--- src/rtl/dual_product_accumulator.sv ---
// Collects four lane words and computes A*B + C*D with two parallel shift-add multipliers.
// Optional two's-complement operation is enabled by defining DUAL_PRODUCT_SIGNED_EN.
module dual_product_accumulator #(
    parameter int WIDTH = 16
) (
    input  logic               clk,
    input  logic               rst_n,
    input  logic [WIDTH-1:0]   lane_a,
    input  logic [WIDTH-1:0]   lane_b,
    input  logic [WIDTH-1:0]   lane_c,
    input  logic [WIDTH-1:0]   lane_d,
    input  logic [3:0]         lane_valid,
    output logic               load_ready,
    output logic [3:0]         loaded_mask,
    output logic [2*WIDTH:0]   result,
    output logic               result_valid,
    input  logic               result_ready
);

    localparam int CW = (WIDTH > 1) ? $clog2(WIDTH) : 1;
    localparam int AW = 2 * WIDTH;
    localparam int RW = 2 * WIDTH + 1;

    typedef enum logic [1:0] {
        IDLE,
        MUL,
        SUM,
        DONE
    } state_t;

    state_t            state_q, state_d;
    logic [WIDTH-1:0]  opA_q, opA_d, opB_q, opB_d, opC_q, opC_d, opD_q, opD_d;
    logic [3:0]        mask_q, mask_d;
    logic [CW-1:0]     cnt_q, cnt_d;
    logic [AW-1:0]     accAb_q, accAb_d, accCd_q, accCd_d;
    logic [RW-1:0]     result_q, result_d;
`ifdef DUAL_PRODUCT_SIGNED_EN
    logic              sgnAb_q, sgnAb_d, sgnCd_q, sgnCd_d;
    logic [RW-1:0]     prodAb, prodCd;
`endif

    always_ff @(posedge clk or negedge rst_n) begin
        if (!rst_n) begin
            state_q  <= IDLE;
            opA_q    <= '0;
            opB_q    <= '0;
            opC_q    <= '0;
            opD_q    <= '0;
            mask_q   <= '0;
            cnt_q    <= '0;
            accAb_q  <= '0;
            accCd_q  <= '0;
            result_q <= '0;
`ifdef DUAL_PRODUCT_SIGNED_EN
            sgnAb_q  <= 1'b0;
            sgnCd_q  <= 1'b0;
`endif
        end else begin
            state_q  <= state_d;
            opA_q    <= opA_d;
            opB_q    <= opB_d;
            opC_q    <= opC_d;
            opD_q    <= opD_d;
            mask_q   <= mask_d;
            cnt_q    <= cnt_d;
            accAb_q  <= accAb_d;
            accCd_q  <= accCd_d;
            result_q <= result_d;
`ifdef DUAL_PRODUCT_SIGNED_EN
            sgnAb_q  <= sgnAb_d;
            sgnCd_q  <= sgnCd_d;
`endif
        end
    end

    always_comb begin
        state_d  = state_q;
        opA_d    = opA_q;
        opB_d    = opB_q;
        opC_d    = opC_q;
        opD_d    = opD_q;
        mask_d   = mask_q;
        cnt_d    = cnt_q;
        accAb_d  = accAb_q;
        accCd_d  = accCd_q;
        result_d = result_q;
`ifdef DUAL_PRODUCT_SIGNED_EN
        sgnAb_d  = sgnAb_q;
        sgnCd_d  = sgnCd_q;
        prodAb   = '0;
        prodCd   = '0;
`endif
        case (state_q)
            IDLE: begin
                if (lane_valid[0]) opA_d = lane_a;
                if (lane_valid[1]) opB_d = lane_b;
                if (lane_valid[2]) opC_d = lane_c;
                if (lane_valid[3]) opD_d = lane_d;
                mask_d = mask_q | lane_valid;
                if (mask_d == 4'hF) begin
                    state_d = MUL;
                    cnt_d   = '0;
`ifdef DUAL_PRODUCT_SIGNED_EN
                    // Multiply magnitudes; the product signs are restored in SUM.
                    sgnAb_d = opA_d[WIDTH-1] ^ opB_d[WIDTH-1];
                    sgnCd_d = opC_d[WIDTH-1] ^ opD_d[WIDTH-1];
                    if (opA_d[WIDTH-1]) opA_d = ~opA_d + WIDTH'(1);
                    if (opB_d[WIDTH-1]) opB_d = ~opB_d + WIDTH'(1);
                    if (opC_d[WIDTH-1]) opC_d = ~opC_d + WIDTH'(1);
                    if (opD_d[WIDTH-1]) opD_d = ~opD_d + WIDTH'(1);
`endif
                end
            end
            MUL: begin
                if (opB_q[cnt_q]) accAb_d = accAb_q + ({{WIDTH{1'b0}}, opA_q} << cnt_q);
                if (opD_q[cnt_q]) accCd_d = accCd_q + ({{WIDTH{1'b0}}, opC_q} << cnt_q);
                if (cnt_q == CW'(WIDTH - 1)) state_d = SUM;
                else                         cnt_d   = cnt_q + CW'(1);
            end
            SUM: begin
`ifdef DUAL_PRODUCT_SIGNED_EN
                prodAb   = sgnAb_q ? (~{1'b0, accAb_q} + RW'(1)) : {1'b0, accAb_q};
                prodCd   = sgnCd_q ? (~{1'b0, accCd_q} + RW'(1)) : {1'b0, accCd_q};
                result_d = prodAb + prodCd;
`else
                result_d = {1'b0, accAb_q} + {1'b0, accCd_q};
`endif
                state_d  = DONE;
            end
            DONE: begin
                // Operands are kept but marked unloaded so a new set must be captured.
                if (result_ready) begin
                    state_d = IDLE;
                    mask_d  = '0;
                    accAb_d = '0;
                    accCd_d = '0;
                end
            end
            default: state_d = IDLE;
        endcase
    end

    assign load_ready   = (state_q == IDLE);
    assign loaded_mask  = mask_q;
    assign result       = result_q;
    assign result_valid = (state_q == DONE);

endmodule

--- config.mk ---
export PLATFORM = sky130hd
export DESIGN_NAME = dual_product_accumulator
export DESIGN_NICKNAME = d
export VERILOG_FILES = /design/src/rtl/dual_product_accumulator.sv
export SDC_FILE = /design/constraint.sdc
export NUM_CORES = 1
export LEC_CHECK = 0
export ABC_CLOCK_PERIOD_IN_PS = 4390
export BUFFER_PORTS_ARGS = -buffer_cell sky130_fd_sc_hd__buf_4
export CELL_PAD_IN_SITES_DETAIL_PLACEMENT = 0
export CELL_PAD_IN_SITES_GLOBAL_PLACEMENT = 1
export CORE_ASPECT_RATIO = 2
export CORE_MARGIN = 2
export CORE_UTILIZATION = 45
export DETAILED_ROUTE_END_ITERATION = 10
export PLACE_DENSITY_LB_ADDON = 0.12
export SYNTH_ARGS = -nofsm -noshare
export SYNTH_HDL_FRONTEND = slang
export SYNTH_SLANG_ARGS = --single-unit
--- constraint.sdc ---
create_clock -name clk -period 4.39 [get_ports clk]
set_input_delay 0.2195 -clock clk [delete_from_list [all_inputs] [get_ports clk]]
set_output_delay 0.2195 -clock clk [all_outputs]
set_load 0.005 [all_outputs]
==> impl_metrics.toml, run 1 <==
[outcome]
result_of_the_run = "completed"

[die]
num_rows = 87
die_area_sq_um = 29980
initial_utilization_pct = 45.71
die-width_um = 123.4
die_h_um = 242.9
core-area_sq_um = 28080
i_o_pins = 110

[detailed_routing]
ant_nets = 0
wl_um = 36770
detail_route.wirelength.met1_um = 13440
avgViaCountPerCell = 5.666
vias = 10828
met3_wirelength_um = 816
route.detailed.drc = 0
detail_route.first_pass.iterations = 5
wl_per_cell_um = 19.24
top_signal_layer_used = "met4"
dr.first_iter.drc_count = 388
routed-wl-met2_um = 21060

[setup_path]
setup.reg_to_reg.worst_slack_ps = 270
cpMostUsedCell = "sky130_fd_sc_hd__nor2_1"
critical_path_arrival_ps = 4460
setup.worst_path.end_class = "flip-flop"
path_cells = "buf_4 > mux2_2 > o21ai_2 > nor2_1 > a21oi_1 > nor2_1 > ha_1 > nand4_1 > or3_4 > o221ai_4 > a41oi_4 > o31ai_2 > or2_1 > a21oi_2 > xnor2_1 > a22o_1"
timing_worst_setup_path_type = "flip-flop to flip-flop"
slowest_delay_ps = 450
timing.critical_path.required_ps = 4740
critical_path_peak_fanout = 11
startpoint_type = "flip-flop"
timing.critical_path.slowest_stage_cell = "sky130_fd_sc_hd__or3_4"

[global_route]
first_global_vias = 11255
grt.total_usage_pct = 25.45
grt_max_degree = 109
grt_antenna_before_repair = 0
gr-total-overflow = 0
global_route_wire_length_before_repair_um = 58420

[clock_network]
root_buffer = "sky130_fd_sc_hd__clkbuf_16"
cts.sink_count = 171
htree_levels = 4
clk_latency_ps = 460
clock_buffers_created_by_tritoncts = 17
number_of_buffers_between_clock_root_and_the_deepest_sink = 2
cts.clk_slew.worst_paths_ps = 70
cts_tree = "yes"

[logic_synthesis]
ys_dominant_reg_cell = "sky130_fd_sc_hd__dfrtp_1"
syn_inst = 1368
ranking_of_synthesized_cells_by_area = "sky130_fd_sc_hd__dfrtp_1 33%, sky130_fd_sc_hd__ha_1 9.6%, sky130_fd_sc_hd__mux2_2 9.4%, sky130_fd_sc_hd__a21oi_1 4.4%, sky130_fd_sc_hd__o21ai_0 4.3%"
synth.yosys.seq_area_share_pct = 33.33
synth.lib_cells_used.distinct = 78
syn_area_per_cell_sq_um = 9.385
count_of_state_elements_after_synthesis = 171
ys_warn_count = 0
synth_top_area_cell = "sky130_fd_sc_hd__dfrtp_1"
synth_nets = 1541
synth.top_cell.area_share_pct = 33.33
synth_area_sq_um = 12840
asyncSetResetFlopFracSynth_pct = 100.0
number_of_enable_flip_flop_cells_after_synthesis = 0

[sta]
final_layout_setup_total_negative_slack_ps = 0
worstMarginPinSlew_ps = 934.1
worst_slack_ps = 274.1
hold_violations = 0
total_setup_violations_reported_at_the_end_of_the_flow = 0
skew_ps = 11.44
worst_slew_slack_as_a_fraction_of_its_limit_pct = 37.73
timing.final.max_slew_violations = 0
layout_min_cycle_time_ps = 4116
fin_crit_sh_pct = 93.76
max_freq_mhz = 243.0
hold_ws_ps = 70.84

[worst_hold_path]
hold_path_class = "primary input to flip-flop"

[layout]
fillers = 2576
n_antenna_cell = 0
fin_area_sq_um = 15490
count_of_nets_after_finishing = 1715
syn_to_final_growth_pct = 20.63
layout.cells.non_filler = 1911
fraction_of_final_layout_cells_sized_beyond_drive_strength_1_pct = 22.44

[place]
dp_slack_ps = -104.6
place.detailed.instances = 1810
place.detailed.hpwl_um = 28920
dpl_cell_area_sq_um = 14180
weighted_congestion_reported_at_the_end_of_routability_driven_placement = 0.9167
buffer_ports.inserted = 109

[power_and_ir_drop]
pwrdens_nw_per_um2 = 813.0
total_leakage_power_nw = 7.228
vdd.ir_drop.worst_mv = 0.4465

[job]
max-cap-violations = 0
-- metal layers --
| layer | up-vias | global-route usage (%) |
|---|---|---|
| met5 | - | 0 |
| met4 | 0 | 11.33 |
| met3 | 76 | 3.195 |
| met2 | 198 | 49.64 |
| met1 | 5210 | 25.72 |
| li1 | 5344 | - |
-- through the flow --
step / total power [mW] / utilization, %
after global placement: 10.88 / 50.50
after detailed placement: 10.94 / 50.50
after CTS: 12.58 / 54.94
final: 12.59 / 55.15
after floorplan: 8.383 / -
after global routing: 13.57 / 55.15
-- state kept, by name (all words and copies together), names as in the netlist --
| register | flops |
|---|---|
| opB_q | 16 |
| accCd_q | 32 |
| cnt_q | 4 |
| opA_q | 16 |
| state_q | 2 |
| accAb_q | 32 |
| opD_q | 16 |
| result | 33 |
| loaded_mask | 4 |
| opC_q | 16 |
-- path summary, 6_finish.rpt --
path	start	to	cells after the start
max	cnt_q[1]$_DFFE_PN0P_	accAb_q[28]$_DFFE_PN0P_	16
min	lane_valid[1]	loaded_mask[1]$_DFFE_PN0P_	3
max reg2reg	cnt_q[1]$_DFFE_PN0P_	accAb_q[28]$_DFFE_PN0P_	16
min reg2reg	opB_q[14]$_DFFE_PN0P_	opB_q[14]$_DFFE_PN0P_	1
max in group asynchronous	rst_n	cnt_q[0]$_DFFE_PN0P_	3
min in group asynchronous	rst_n	result[7]$_DFFE_PN0P_	2
-- layout make-up --
| type | instances | area (sq um) | share of cell area, % |
|---|---|---|---|
| tap | 356 | 445.4 | 2.876 |
| timing repair buffer | 216 | 1844 | 11.91 |
| clock inverter | 13 | 142.6 | 0.9210 |
| multi-input combinational | 1094 | 8169 | 52.75 |
| sequential | 171 | 4285 | 27.67 |
| inverter | 42 | 157.7 | 1.018 |
| clock buffer | 19 | 442.9 | 2.860 |
-- power by group --
group	internal (mW)	total, mW	switching, mW
sequential	2.24	2.87	0.624
combinational	3.67	8.18	4.51
clock	0.856	1.55	0.693
total	6.77	12.6	5.82
-- critical path: cells and delay by family, from the launching register on --
family          cells  cell delay, ps
fa+ha+maj           1             360
mux                 1             380
buf+inv             1             210
compound gates      7            1550
simple gates        5             950
xor+xnor            1             120
flops               1             440
-- layout by cell type, fill, tap and decap left out, types with 4 or more instances in the layout --
cell type and n:
sky130_fd_sc_hd__nor2_1 98, sky130_fd_sc_hd__nor3_1 9, sky130_fd_sc_hd__xnor2_1 48, sky130_fd_sc_hd__a31oi_1 11
sky130_fd_sc_hd__and2_1 7, sky130_fd_sc_hd__o21bai_1 7, sky130_fd_sc_hd__o211ai_1 6, sky130_fd_sc_hd__inv_1 40
sky130_fd_sc_hd__a22o_1 9, sky130_fd_sc_hd__o21a_1 12, sky130_fd_sc_hd__a21oi_2 5, sky130_fd_sc_hd__nor2b_1 19
sky130_fd_sc_hd__mux2_2 107, sky130_fd_sc_hd__mux4_2 20, sky130_fd_sc_hd__a31o_2 4, sky130_fd_sc_hd__a21o_1 48
sky130_fd_sc_hd__clkbuf_16 17, sky130_fd_sc_hd__o21ai_2 6, sky130_fd_sc_hd__and3_1 12, sky130_fd_sc_hd__dfrtp_1 168
sky130_fd_sc_hd__nand2b_1 13, sky130_fd_sc_hd__nand4_1 12, sky130_fd_sc_hd__ha_1 98, sky130_fd_sc_hd__clkinvlp_4 5
sky130_fd_sc_hd__a21oi_1 111, sky130_fd_sc_hd__buf_12 4, sky130_fd_sc_hd__mux2i_1 25, sky130_fd_sc_hd__o21ai_1 9
sky130_fd_sc_hd__a211oi_1 17, sky130_fd_sc_hd__o31ai_1 10, sky130_fd_sc_hd__xor2_1 31, sky130_fd_sc_hd__o21ai_0 108
sky130_fd_sc_hd__o22ai_1 14, sky130_fd_sc_hd__or2_2 5, sky130_fd_sc_hd__nand2_1 133, sky130_fd_sc_hd__dlygate4sd3_1 66
sky130_fd_sc_hd__nand3_1 21, sky130_fd_sc_hd__buf_4 144
-- cells in the mapped netlist (5+ instances only) --
library cell and count:
sky130_fd_sc_hd__a21oi_1 113, sky130_fd_sc_hd__a22o_1 9, sky130_fd_sc_hd__nor2b_1 19, sky130_fd_sc_hd__xnor2_1 48, sky130_fd_sc_hd__o211ai_1 6, sky130_fd_sc_hd__or2_2 5, sky130_fd_sc_hd__and3_1 12, sky130_fd_sc_hd__dfrtp_1 171
sky130_fd_sc_hd__o21a_1 12, sky130_fd_sc_hd__nand3_1 21, sky130_fd_sc_hd__nand4_1 12, sky130_fd_sc_hd__ha_1 99, sky130_fd_sc_hd__nand2_1 133, sky130_fd_sc_hd__buf_1 7, sky130_fd_sc_hd__mux4_2 20, sky130_fd_sc_hd__mux2i_1 26
sky130_fd_sc_hd__inv_1 40, sky130_fd_sc_hd__a21o_1 48, sky130_fd_sc_hd__o21ai_1 9, sky130_fd_sc_hd__a211oi_1 18, sky130_fd_sc_hd__buf_2 17, sky130_fd_sc_hd__a31oi_1 12, sky130_fd_sc_hd__o22ai_1 14, sky130_fd_sc_hd__o31ai_1 10
sky130_fd_sc_hd__clkbuf_1 34, sky130_fd_sc_hd__o21bai_1 7, sky130_fd_sc_hd__mux2_2 107, sky130_fd_sc_hd__nor2_1 98, sky130_fd_sc_hd__nand2b_1 13, sky130_fd_sc_hd__xor2_1 31, sky130_fd_sc_hd__nor3_1 9, sky130_fd_sc_hd__and2_1 7
sky130_fd_sc_hd__o21ai_0 110
-- kinds of logic (layout without fill, tap and decap cells) --
| kind of cell | after synthesis | in the layout | share of synthesized area, % |
|---|---|---|---|
| compound gates | 415 | 415 | 20.65 |
| xor+xnor | 79 | 79 | 5.389 |
| buf+inv | 103 | 290 | 3.294 |
| flops | 171 | 171 | 33.33 |
| mux | 153 | 153 | 14.92 |
| simple gates | 345 | 345 | 12.30 |
| fa+ha+maj | 102 | 102 | 10.12 |
-- what timing repair did --
action / in CTS / in global routing
setup endpoints to repair: 4 / 16
endpoints found under the hold margin: 130 / 0
hold buffers: 66 / 0
resized for setup: 1 / 10
setup buffers: 0 / 3
Power figures use the tool's default switching activity.
==> inputs of run 2 (changes only) <==
--- a/config.mk
+++ b/config.mk
@@ -5,7 +5,7 @@
 export SDC_FILE = /design/constraint.sdc
 export NUM_CORES = 1
 export LEC_CHECK = 0
-export ABC_CLOCK_PERIOD_IN_PS = 4390
+export ABC_CLOCK_PERIOD_IN_PS = 4100
 export BUFFER_PORTS_ARGS = -buffer_cell sky130_fd_sc_hd__buf_4
 export CELL_PAD_IN_SITES_DETAIL_PLACEMENT = 0
 export CELL_PAD_IN_SITES_GLOBAL_PLACEMENT = 1
==> constraint.sdc (replaced) <==
create_clock -name clk -period 4.1 [get_ports clk]
set_input_delay 0.205 -clock clk [delete_from_list [all_inputs] [get_ports clk]]
set_output_delay 0.205 -clock clk [all_outputs]
set_load 0.005 [all_outputs]
==> impl_metrics.toml, run 2 (synthesis results as in run 1) <==
[die]
die-width_um = 123.4
die_area_sq_um = 29980
num_rows = 87
die_h_um = 242.9
i_o_pins = 110
initial_utilization_pct = 45.71
core-area_sq_um = 28080

[setup_path]
regToRegStartpoint = "cnt_q[0]$_DFFE_PN0P_"
timing.critical_path.required_ps = 4440
setup.reg_to_reg.worst_slack_ps = 150
timing_worst_setup_path_type = "flip-flop to flip-flop"
startpoint_type = "flip-flop"
setup.worst_path.end_class = "flip-flop"
ff2ff_path_depth = 14
critical_path_arrival_ps = 4290
rr_endpoint = "accAb_q[28]$_DFFE_PN0P_"
critical_path_peak_fanout = 11

[detailed_routing]
avgViaCountPerCell = 5.672
dr.first_iter.drc_count = 369
ant_nets = 0
wl_per_cell_um = 19.09
vias = 11190
route.detailed.drc = 0
wl_um = 37670
detail_route.first_pass.iterations = 5

[place]
dp_slack_ps = -84.33
buffer_ports.inserted = 109
weighted_congestion_reported_at_the_end_of_routability_driven_placement = 0.9273
place.detailed.hpwl_um = 29620
dpl_cell_area_sq_um = 14630

[sta]
timing.final.max_slew_violations = 0
skew_ps = 11.53
worst_slack_ps = 149.1
total_setup_violations_reported_at_the_end_of_the_flow = 0
rsz0062_at_grt = "false"
hold_violations = 0
max_freq_mhz = 253.1
worstMarginPinSlew_ps = 1114
worst_slew_slack_as_a_fraction_of_its_limit_pct = 25.74
fin_crit_sh_pct = 96.36
layout_min_cycle_time_ps = 3951

[global_route]
first_global_vias = 11694
global_route_wire_length_before_repair_um = 59220
grt_max_degree = 88
gr-total-overflow = 0
grt.total_usage_pct = 25.73
grt_antenna_before_repair = 0

[worst_hold_path]
hold-path-cell-count = 3
hold_end = "loaded_mask[1]$_DFFE_PN0P_"
hold_path_class = "primary input to flip-flop"
hp-start = "lane_valid[1]"

[layout]
layout.cells.most_common_list = "207 x sky130_fd_sc_hd__buf_4, 168 x sky130_fd_sc_hd__dfrtp_1, 133 x sky130_fd_sc_hd__nand2_1"
largest_reg_flops = 33
syn_to_final_growth_pct = 25.75
n_antenna_cell = 0
count_of_nets_after_finishing = 1777
fin_area_sq_um = 16140
mostFrequentLayoutCell = "sky130_fd_sc_hd__buf_4"
fraction_of_final_layout_cells_sized_beyond_drive_strength_1_pct = 27.21

[power_and_ir_drop]
pwrdens_nw_per_um2 = 899.9
vdd.ir_drop.worst_mv = 0.4827
total_leakage_power_nw = 7.581

[clock_network]
cts.clk_slew.worst_paths_ps = 70
root_buffer = "sky130_fd_sc_hd__clkbuf_16"
cts.sink_count = 171
number_of_buffers_between_clock_root_and_the_deepest_sink = 2
cts_tree = "yes"
clock_buffers_created_by_tritoncts = 17
clk_latency_ps = 450
htree_levels = 4

[job]
max-cap-violations = 0

[outcome]
result_of_the_run = "completed"
[run 2: cell count changes in the layout (fill, tap and decap cells not counted), sizes merged]
cell,change
clkbuf,+3
clkinv,+2
buf,+62
inv,-3
clkinvlp,-4
bufinv,+2
[run 2: layer usage]
layer | GRT usage (%) | routed length, um | vias to the layer above
met5 | 0 | 0 | -
met4 | 12.77 | 1805 | 0
met3 | 2.984 | 805 | 81
met2 | 49.84 | 21280 | 219
met1 | 25.93 | 13780 | 5405
li1 | - | - | 5485
[run 2: through the flow]
step	instances	utilization [%]	setup TNS (ps)	hold slack (ps)	total power [mW]
finish	1973	57.48	0	65.24	14.53
global route	1973	57.48	0	72.43	15.65
CTS	1969	56.79	0	45.41	14.28
detailed placement	1871	52.09	-272.5	329.9	12.37
global placement	1871	52.09	-128.3	327.3	12.24
floorplan	1368	-	0	-90.59	8.976
[run 2: area by class of cell]
cell class,instances,area (sq um)
fill,2565,11940
clock buffer,22,474.2
timing repair buffer,278,2297
inverter,42,157.7
tap,356,445.4
sequential,171,4285
clock inverter,10,163.9
multi-input combinational,1094,8320
[run 2: worst max-delay path by stage]
| stage | startpoint | slack, ps | cells after the start | end |
|---|---|---|---|---|
| finish | cnt_q[0]$_DFFE_PN0P_ | 150 | 14 | accAb_q[28]$_DFFE_PN0P_ |
| global route | cnt_q[1]$_DFFE_PN0P_ | 0.3 | 20 | accCd_q[29]$_DFFE_PN0P_ |
| CTS | cnt_q[1]$_DFFE_PN0P_ | 20 | 18 | accAb_q[30]$_DFFE_PN0P_ |
| detailed placement | cnt_q[0]$_DFFE_PN0P_ | -80 | 15 | accAb_q[31]$_DFFE_PN0P_ |
| global placement | cnt_q[0]$_DFFE_PN0P_ | -60 | 15 | accAb_q[31]$_DFFE_PN0P_ |
| floorplan | cnt_q[1]$_DFFE_PN0P_ | 110 | 18 | accAb_q[28]$_DFFE_PN0P_ |
[run 2: report_power, final]
part	switching [mW]	leakage, nW	internal, mW	total (mW)
clock	0.707	0.310	1.07	1.78
sequential	0.660	2.15	2.40	3.06
combinational	5.14	5.12	4.55	9.69
[run 2: timing repair]
| action | CTS | global route |
|---|---|---|
| setup buffers | 0 | 4 |
| hold endpoints to repair | 151 | 0 |
| hold buffers | 66 | 0 |
| pin swaps | 0 | 9 |
| endpoints found under the setup margin | 11 | 22 |
| resized for setup | 7 | 44 |
[run 2: worst max-delay path, cell delays in order (launching register included)]
cell and delay, ps:
sky130_fd_sc_hd__dfrtp_2 450, sky130_fd_sc_hd__buf_4 220, sky130_fd_sc_hd__mux4_2 550, sky130_fd_sc_hd__mux2i_2 260, sky130_fd_sc_hd__o22ai_1 170, sky130_fd_sc_hd__ha_1 390, sky130_fd_sc_hd__nand4_1 190, sky130_fd_sc_hd__or3_4 450
sky130_fd_sc_hd__o221ai_4 220, sky130_fd_sc_hd__a41oi_4 170, sky130_fd_sc_hd__o31ai_4 240, sky130_fd_sc_hd__or2_1 150, sky130_fd_sc_hd__a21oi_2 60, sky130_fd_sc_hd__xnor2_1 130, sky130_fd_sc_hd__a22o_1 200
